[src/rtl/fetch_unit_pkg.sv]
// Shared constants and types for the fetch stage: halting instruction words,
// halt cause codes, the default reset PC and the fetch FSM state type.
package fetch_unit_pkg;

    localparam logic [31:0] ECALL_INST       = 32'h0000_0073;
    localparam logic [31:0] BAD_INST         = 32'hbadb_adff;
    localparam logic [31:0] RESET_PC_DEFAULT = 32'h0100_0000;

    typedef enum logic [1:0] {
        HaltNone       = 2'd0,
        HaltEcall      = 2'd1,
        HaltBadInst    = 2'd2,
        HaltMisaligned = 2'd3
    } halt_cause_e;

    typedef enum logic {
        StRun,
        StHalt
    } fetch_state_e;

    // Cause a word raises when decode pops it; HaltNone for ordinary instructions.
    function automatic halt_cause_e halt_code(input logic [31:0] word);
        if (word == ECALL_INST) begin
            return HaltEcall;
        end else if (word == BAD_INST) begin
            return HaltBadInst;
        end
        return HaltNone;
    endfunction

endpackage

[src/rtl/fetch_fifo.sv]
// Fetch queue: DEPTH entries of {pc, instruction}, power-of-2 depth so the
// read/write pointers wrap naturally. Flush overrides push and pop.
module fetch_fifo #(
    parameter int unsigned XLEN  = 32,
    parameter int unsigned DEPTH = 2,
    localparam int unsigned PW   = $clog2(DEPTH),
    localparam int unsigned CW   = $clog2(DEPTH + 1)
) (
    input  logic            clk,
    input  logic            rst_n,
    input  logic            push,
    input  logic [XLEN-1:0] push_pc,
    input  logic [31:0]     push_inst,
    input  logic            pop,
    input  logic            flush,
    output logic [XLEN-1:0] head_pc,
    output logic [31:0]     head_inst,
    output logic [CW-1:0]   count
);

    logic [XLEN-1:0] pc_mem   [DEPTH];
    logic [31:0]     inst_mem [DEPTH];
    logic [PW-1:0]   wr_ptr_q;
    logic [PW-1:0]   rd_ptr_q;
    logic [CW-1:0]   count_q;

    // Storage and pointer/count update; storage is cleared so the head reads 0 after reset.
    always_ff @(posedge clk or negedge rst_n) begin
        if (!rst_n) begin
            for (int i = 0; i < int'(DEPTH); i++) begin
                pc_mem[i]   <= '0;
                inst_mem[i] <= '0;
            end
            wr_ptr_q <= '0;
            rd_ptr_q <= '0;
            count_q  <= '0;
        end else if (flush) begin
            wr_ptr_q <= '0;
            rd_ptr_q <= '0;
            count_q  <= '0;
        end else begin
            if (push) begin
                pc_mem[wr_ptr_q]   <= push_pc;
                inst_mem[wr_ptr_q] <= push_inst;
                wr_ptr_q           <= wr_ptr_q + 1'b1;
            end
            if (pop) begin
                rd_ptr_q <= rd_ptr_q + 1'b1;
            end
            count_q <= count_q + CW'(push) - CW'(pop);
        end
    end

    assign head_pc   = pc_mem[rd_ptr_q];
    assign head_inst = inst_mem[rd_ptr_q];
    assign count     = count_q;

endmodule

[src/rtl/fetch_unit.sv]
// Fetch stage: PC register, single-outstanding instruction-memory request,
// return queue toward decode, redirect handling and sticky halt FSM.
module fetch_unit
    import fetch_unit_pkg::*;
#(
    parameter int unsigned     XLEN     = 32,
    parameter logic [XLEN-1:0] RESET_PC = RESET_PC_DEFAULT,
    parameter int unsigned     FQ_DEPTH = 2
) (
    input  logic            clk,
    input  logic            rst_n,
    input  logic            redirect_valid,
    input  logic [XLEN-1:0] redirect_pc,
    output logic            imem_req,
    output logic [XLEN-1:0] imem_addr,
    input  logic [31:0]     imem_rdata,
    output logic            inst_valid,
    input  logic            inst_ready,
    output logic [31:0]     inst,
    output logic [XLEN-1:0] inst_pc,
    output logic            halted,
    output logic [1:0]      halt_cause
);

    localparam int unsigned CW = $clog2(FQ_DEPTH + 1);

    fetch_state_e    state_q;
    halt_cause_e     cause_q;
    halt_cause_e     head_code;
    logic [XLEN-1:0] pc_q;
    logic [XLEN-1:0] inflight_pc_q;
    logic            inflight_q;
    logic [CW-1:0]   count;
    logic [CW:0]     space;
    logic            pop;
    logic            push;
    logic            flush;
    logic            halt_pop;
    logic            redirect_take;
    logic            misaligned;

    fetch_fifo #(
        .XLEN  (XLEN),
        .DEPTH (FQ_DEPTH)
    ) u_fifo (
        .clk       (clk),
        .rst_n     (rst_n),
        .push      (push),
        .push_pc   (inflight_pc_q),
        .push_inst (imem_rdata),
        .pop       (pop),
        .flush     (flush),
        .head_pc   (inst_pc),
        .head_inst (inst),
        .count     (count)
    );

    // Handshake, kill and issue decisions for the current cycle.
    always_comb begin
        inst_valid    = (count != '0);
        pop           = inst_valid & inst_ready;
        head_code     = halt_code(inst);
        halt_pop      = pop & (head_code != HaltNone);
        // A halting pop beats a same-cycle redirect; redirects are ignored once halted.
        redirect_take = redirect_valid & (state_q == StRun) & ~halt_pop;
        misaligned    = redirect_take & (redirect_pc[1:0] != 2'b00);
        flush         = halt_pop | redirect_take;
        push          = inflight_q & ~flush;
        // Slots free at the end of this cycle, counting the head leaving now.
        space         = (CW + 1)'(FQ_DEPTH) - {1'b0, count} + {{CW{1'b0}}, pop};
        imem_req      = rst_n & (state_q == StRun) & ~redirect_valid & ~halt_pop
                        & (space > {{CW{1'b0}}, inflight_q});
        imem_addr     = pc_q;
        halted        = (state_q == StHalt);
        halt_cause    = cause_q;
    end

    // PC and in-flight request tracking.
    always_ff @(posedge clk or negedge rst_n) begin
        if (!rst_n) begin
            pc_q          <= RESET_PC;
            inflight_q    <= 1'b0;
            inflight_pc_q <= '0;
        end else begin
            if (redirect_take) begin
                pc_q <= redirect_pc;
            end else if (imem_req) begin
                pc_q <= pc_q + XLEN'(4);
            end
            inflight_q <= imem_req;
            if (imem_req) begin
                inflight_pc_q <= pc_q;
            end
        end
    end

    // Run/halt FSM; halt is sticky until reset.
    always_ff @(posedge clk or negedge rst_n) begin
        if (!rst_n) begin
            state_q <= StRun;
            cause_q <= HaltNone;
        end else begin
            case (state_q)
                StRun: begin
                    if (halt_pop) begin
                        state_q <= StHalt;
                        cause_q <= head_code;
                    end else if (misaligned) begin
                        state_q <= StHalt;
                        cause_q <= HaltMisaligned;
                    end
                end
                default: state_q <= StHalt;
            endcase
        end
    end

endmodule

[config.mk]
export PLATFORM = sky130hd
export DESIGN_NAME = fetch_unit
export DESIGN_NICKNAME = d
export VERILOG_FILES = /design/src/rtl/fetch_unit_pkg.sv /design/src/rtl/fetch_fifo.sv /design/src/rtl/fetch_unit.sv
export SDC_FILE = /design/constraint.sdc
export NUM_CORES = 1
export LEC_CHECK = 0
export ABC_AREA = 1
export CORE_MARGIN = 5
export CORE_UTILIZATION = 45
export CTS_CLUSTER_SIZE = 40
export DETAILED_ROUTE_END_ITERATION = 6
export MAX_ROUTING_LAYER = met4
export PLACE_DENSITY_LB_ADDON = 0.08
export SETUP_SLACK_MARGIN = 0.15
export SKIP_LAST_GASP = 1
export SLEW_MARGIN = 20
export SYNTH_ARGS = -nofsm -noshare
export SYNTH_HDL_FRONTEND = slang
export SYNTH_SLANG_ARGS = --single-unit
[constraint.sdc]
create_clock -name clk -period 2.9 [get_ports clk]
set_clock_uncertainty 0.05 [all_clocks]
set_input_delay 0.58 -clock clk [delete_from_list [all_inputs] [get_ports clk]]
set_output_delay 0.58 -clock clk [all_outputs]
set_load 0.01 [all_outputs]
==> Word level (Yosys, flattened, before mapping) <==
Cells that the tools add are included.
{ "word_totals": {"reg_bits": 200, "inputBits": 68, "out_inout_bits": 101, "word_cells": 79} }
{ "classes": {"add_sub_neg": 7, "order_cmp": 4, "n_eq_ne": 2, "muxes": 27, "n_bitwise": 17, "reduce_logical": 10} }
{ "ops": {"columns": ["cell", "count"], "rows": [
  ["$mux W32", 9],
  ["$bwmux W64", 2],
  ["$add A32 B3 Y32 const B", 1],
  ["$demux W32 S1", 1],
  ["$eq A32 B32 Y1 const B", 1],
  ["$eq A32 B7 Y1 const B", 1],
  ["$reduce_bool A2 Y1", 7],
  ["$mux W2", 6],
  ["$and A1 B1 Y1", 10],
  ["$mux W1", 9],
  ["$ge A2 B2 Y1 const B", 2],
  ["$not A1 Y1", 4],
  ["$not A1 Y2", 2],
  ["$reduce_and A2 Y1", 2],
  ["$add A3 B1 Y3", 1],
  ["$gt A3 B1 Y1", 1],
  ["$sub A2 B2 Y3 const A", 1],
  ["$add A1 B1 Y1 const B", 2],
  ["$add A2 B1 Y2", 1],
  ["$lt A2 B1 Y1 const B", 1],
  ["$sub A2 B1 Y2", 1],
  ["$logic_and A1 B1 Y1", 1],
  ["$or A1 B1 Y1", 1]
]} }

==> Longest topological paths before layout <==
{ "logic_depth": {"ltp_word": 18, "ltp_mapped": 18, "mapped_depth_nobuf": 15} }

==> Cells and area by module <==
Synthesis repeated with hierarchy kept, for this count alone.
{ "hier_totals": {"cells_unflattened": 1217, "hier_area_um2": 10646.5} }
{ "modules_own_cells": {"columns": ["mod", "instances", "cells_each", "area_each_um2", "seq_area_each_um2"], "rows": [
  ["fetch_fifo", 1, 572, 6289.8, 3303.2],
  ["fetch_unit", 1, 645, 4356.7, 1702.9]
]} }

==> Worst setup path after synthesis <==
No wires, ideal clock.
{ "synth_timing": {"kind": "reg2out", "startpoint": "register u_fifo.count_q[1] (netlist: u_fifo.count[1])", "endpoint": "output imem_req", "t_arrival_ps": 2337, "required_ps": 2270, "slack_ps": -67, "stages_incl_launch_ff": 12, "n_path_buf": 1, "path_cell_list": "dfrtp_1 -> or2_2 -> nand2_1 -> inv_1 -> ha_1 -> ha_1 -> nand2_1 -> o211ai_1 -> nor3_1 -> nand3_2 -> inv_2 -> buf_2"} }
{ "synth_via": {"elab_chain_len": 6, "elab_cells_between_ends": 9, "cone_classes": "add/sub (2); order compare (1); bitwise (5); reduce/logical (1)"} }
{ "synth_lines": {"columns": ["element", "line", "text"], "rows": [
  ["from (decl)", "fetch_fifo.sv:25", "logic [CW-1:0] count_q;"],
  ["from (signal assigned)", "fetch_fifo.sv:50", "count_q <= count_q + CW'(push) - CW'(pop);"],
  ["$reduce_bool A2 Y1 (*)", "fetch_unit.sv:60", "inst_valid = (count != '0);"],
  ["named net inst_valid", "fetch_unit.sv:17", "output logic inst_valid,"],
  ["$and A1 B1 Y1 (*)", "fetch_unit.sv:61", "pop = inst_valid & inst_ready;"],
  ["branches (longest 3 deep; another with $add A3 B1 Y3)", null, null],
  ["$and A1 B1 Y1 (*)", "fetch_unit.sv:72", "& (space > {{CW{1'b0}}, inflight_q});"],
  ["to (decl)", "fetch_unit.sv:14", "output logic imem_req,"]
]} }
Mark *: on every way through the listed nets, which the timed path passes.

==> Worst setup path after layout <==
{ "layout_timing": {"startpoint": "register u_fifo.count_q[1] (netlist: u_fifo.count[1])", "endpoint": "output imem_req"} }
{ "layout_via": {"elab_chain_len": 6, "elab_cells_between_ends": 9, "cone_classes": "add/sub (2); order compare (1); bitwise (5); reduce/logical (1)"} }
{ "layout_lines": {"columns": ["element", "line"], "rows": [
  ["branches (longest 5 deep; another with $sub A2 B2 Y3)", null],
  ["$and A1 B1 Y1 (*)", "fetch_unit.sv:72"]
]} }
Mark *: on every way between the ends.

==> metrics.md <==
| Metric | Value |
|---|---|
| Sequential-to-total area share from yosys stat | 46.6% |
| Met2 usage | 39.6% |
| Synthesis Warnings | 0 |
| Total GRT Usage | 24.5% |
| Max_cap viols | 0 |
| CP Launch Point | u_fifo.count[1] |
| I/O pin count | 169 |
| CORE AREA | 23500 um^2 |
| Synth unique cells | 35 |
| Largest net degree at the start of global routing | 139 |
| Clk buf depth | 2 |
| Critical Path Fanout Max | 3 |
| Total power | 0.00799 W |
| Final nets | 1753 |
| Final period utilization | 104% |
| Clock latency on the worst-skew pair | 440 ps |
| Worst R2R Start | u_fifo.count[1] |
| Hpwl dp | 21.1 mm |
| Sw Pwr | 0.00270 W |
| Fin crit period | 3030 ps |
| Post-synth ARST share | 100% |
| Critical Path RT | 2270 ps |
| Final weighted congestion in routability-driven placement | 0.899 |
| CP arrival | 2400 ps |
| Sequential power share | 37.1% |
| Outcome | finished with violations |
| Area grow syn2layout | 31.7% |
| Max-slew headroom | 46.7% |
| Vias in the first global route | 9615 |
| Path category of the worst min-delay check | primary input to asynchronous set/reset pin |
| Max Transition Viols Final | 0 |
| CTS sink cnt | 200 |
| Global-route wire length before repair | 51.0 mm |
| Most Used Layer, Global Route | met2 |
| Peak VDD IR | 0.000377 V |
| Pwr dens | 565 nW/um^2 |
| H-tree levels | 4 |
| Vias per cell | 5.03 |
| Syn Nets | 1568 |
| Global Route met3 Usage | 3.42% |
| Largest cells by area after synthesis | dfrtp_1 46%, nand2_1 25%, nand3_1 6.8% |
| Combinational power share | 31.9% |
| Clock power share | 31.0% |
| Main synth FF type | dfrtp_1 |
| CTS buffer count | 17 |
| GR Overflow Total | 0 |
| Die height | 165 um |
| Fmax | 330 MHz |
| Diodes inserted | 0 |
| DRC | 0 |
| Place WS | -689 ps |
| Worst setup path class | flop to primary output |
| Unrepaired setup endpoints after global routing | true |
| Cell taking the most area after synthesis | dfrtp_1 |
| Worst setup EP type | primary output |
| Total number of vias | 10109 |
| Synth Register Bits | 200 |
| Clock-pin slew on the worst setup and hold paths | 80 ps |
| Pleak | 7.25 nW |
| Share of layout cells above drive strength 1 | 11.1% |
| Switching Share | 33.8% |
| CTS tree | done |
| Final Hold Fails | 0 |
| Port Buffers | 168 |
| Synthesized instance count | 1494 |
| Pre-Repair DR Iteration Count | 6 |
| Mapped cell area | 10700 um^2 |
| Initial antenna violation count | 0 |
| Initial core utilization | 45.8% |
| Int Pwr | 0.00529 W |
| Final worst setup slack | -129 ps |
| Final setup viols | 1 |
| Least-Margin Pin Slew | 800 ps |
| Synth Area per Inst | 7.19 um^2 |
| Antenna viol nets, final | 0 |
| Crit start category | flop |
| Die X | 165 um |
| Failing checks | setup timing |
| Top cell type's share of synthesized area | 46.3% |
| Met1 GRT Util | 33.1% |
| Drt total wl | 33.0 mm |
| Initial DRC count | 776 |
| Clk root buf | clkbuf_16 |
| Post-synth EDFFs | 0 |
| DR WL/cell | 16.4 um |
| Row Count | 56 |
| Full die area | 27100 um^2 |
[power by group through the flow]
stage | Clock, W | Combinational (W) | Sequential (W)
after floorplan | 0 | 0.00111 | 0.00297
after global placement | 0 | 0.00185 | 0.00299
after detailed placement | 0 | 0.00186 | 0.00299
after CTS | 0.00252 | 0.00202 | 0.00294
after global routing | 0.00263 | 0.00278 | 0.00298
final | 0.00248 | 0.00255 | 0.00297
[metrics by stage]
step	setup TNS [ps]	cell area [um^2]	hold slack, ps	utilization (%)	instances
floorplan	0	10800	234	-	1494
global placement	-15270	12800	403	54.5	1946
detailed placement	-17130	12800	408	54.5	1946
CTS	-107	13500	309	57.6	1985
global route	-641	14200	331	60.3	2011
finish	-129	14200	258	60.3	2011
[area by class of cell]
class,instances,area [um^2]
Tap cell,319,399
Sequential cell,200,5010
Clock inverter,14,173
Fill cell,2206,9320
Timing Repair Buffer,243,2690
Timing Repair inverter,1,7.51
Inverter,127,495
Multi-Input combinational cell,1089,4940
Clock buffer,18,439
[state kept, by name, indices dropped and copies added (netlist names)]
register,count
u_fifo.rd_ptr_q,1
u_fifo.pc_mem,64
halted,1
inflight_q,1
u_fifo.wr_ptr_q,1
imem_addr,32
inflight_pc_q,32
u_fifo.count,2
u_fifo.inst_mem,64
halt_cause,2
[timing repair]
item                                    in CTS  in global routing
endpoints found under the setup margin      69                150
hold buffers                                 0                  0
pin swaps                                    5                 21
gates cloned                                 2                  9
setup buffers                                5                 17
gates resized for setup                     31                 79
[worst paths after layout]
check / to / slack [ps] / cells past startpoint
worst max-delay path: imem_req / -130 / 11
worst min-delay path: u_fifo.inst_mem[9] / 260 / 2
worst max register to register: imem_addr[4] / 230 / 15
worst min register to register: u_fifo.pc_mem[20] / 420 / 2
max in group asynchronous: u_fifo.rd_ptr_q / 1160 / 3
min in group clk: u_fifo.pc_mem[20] / 420 / 2
[critical path, cell delays in order (launching register included)]
cell	delay, ps
dfrtp_1	380
or2_4	260
nand2_4	80
inv_4	40
ha_4	270
ha_4	190
nand2_2	50
o211ai_1	100
nor3_2	230
nand3_2	140
inv_2	110
buf_6	100
[Yosys cell counts, types with 2 or more instances]
master	instances
o21ai_2	2
nor2_1	96
ha_1	6
o21ai_1	7
clkbuf_1	21
buf_6	26
nand3_4	2
nand3_1	147
nand3_2	13
dfrtp_1	199
inv_1	124
o21ai_0	39
buf_1	7
buf_4	5
xor2_1	17
nand2_1	706
buf_2	19
nor3_1	11
nand4_1	31
[kinds of logic (layout without fill, tap and decap cells)]
kind of cell / count (synthesis) / count (layout) / share of synthesized area, %
and+or+nand+nor: 1014 / 1014 / 39.3
buffers and inverters: 205 / 403 / 9.40
DFF: 200 / 200 / 46.6
AOI/OAI and AO/OA: 51 / 51 / 2.54
xor gates and xnor gates: 18 / 18 / 1.47
adders and majority gates: 6 / 6 / 0.699
[layer usage]
layer | vias to the layer above | wire length [um]
met5 | - | 0
met4 | 0 | 388
met3 | 33 | 1800
met2 | 330 | 16000
met1 | 4747 | 14800
li1 | 4999 | -
[cells in the final DEF (no fill, tap or decap), types with 7 or more instances in the layout]
cell type,count
xor2_1,17
nand2_2,23
o21ai_0,39
buf_6,7
clkdlybuf4s50_1,152
buf_12,18
nand3_1,147
dfrtp_1,197
clkbuf_16,25
inv_1,119
dlygate4sd2_1,14
nand2_1,682
nor3_1,10
nor2_1,84
buf_4,38
nand4_1,31
nand3_2,12
nor2_2,10
(Power assumes the default switching activity.)
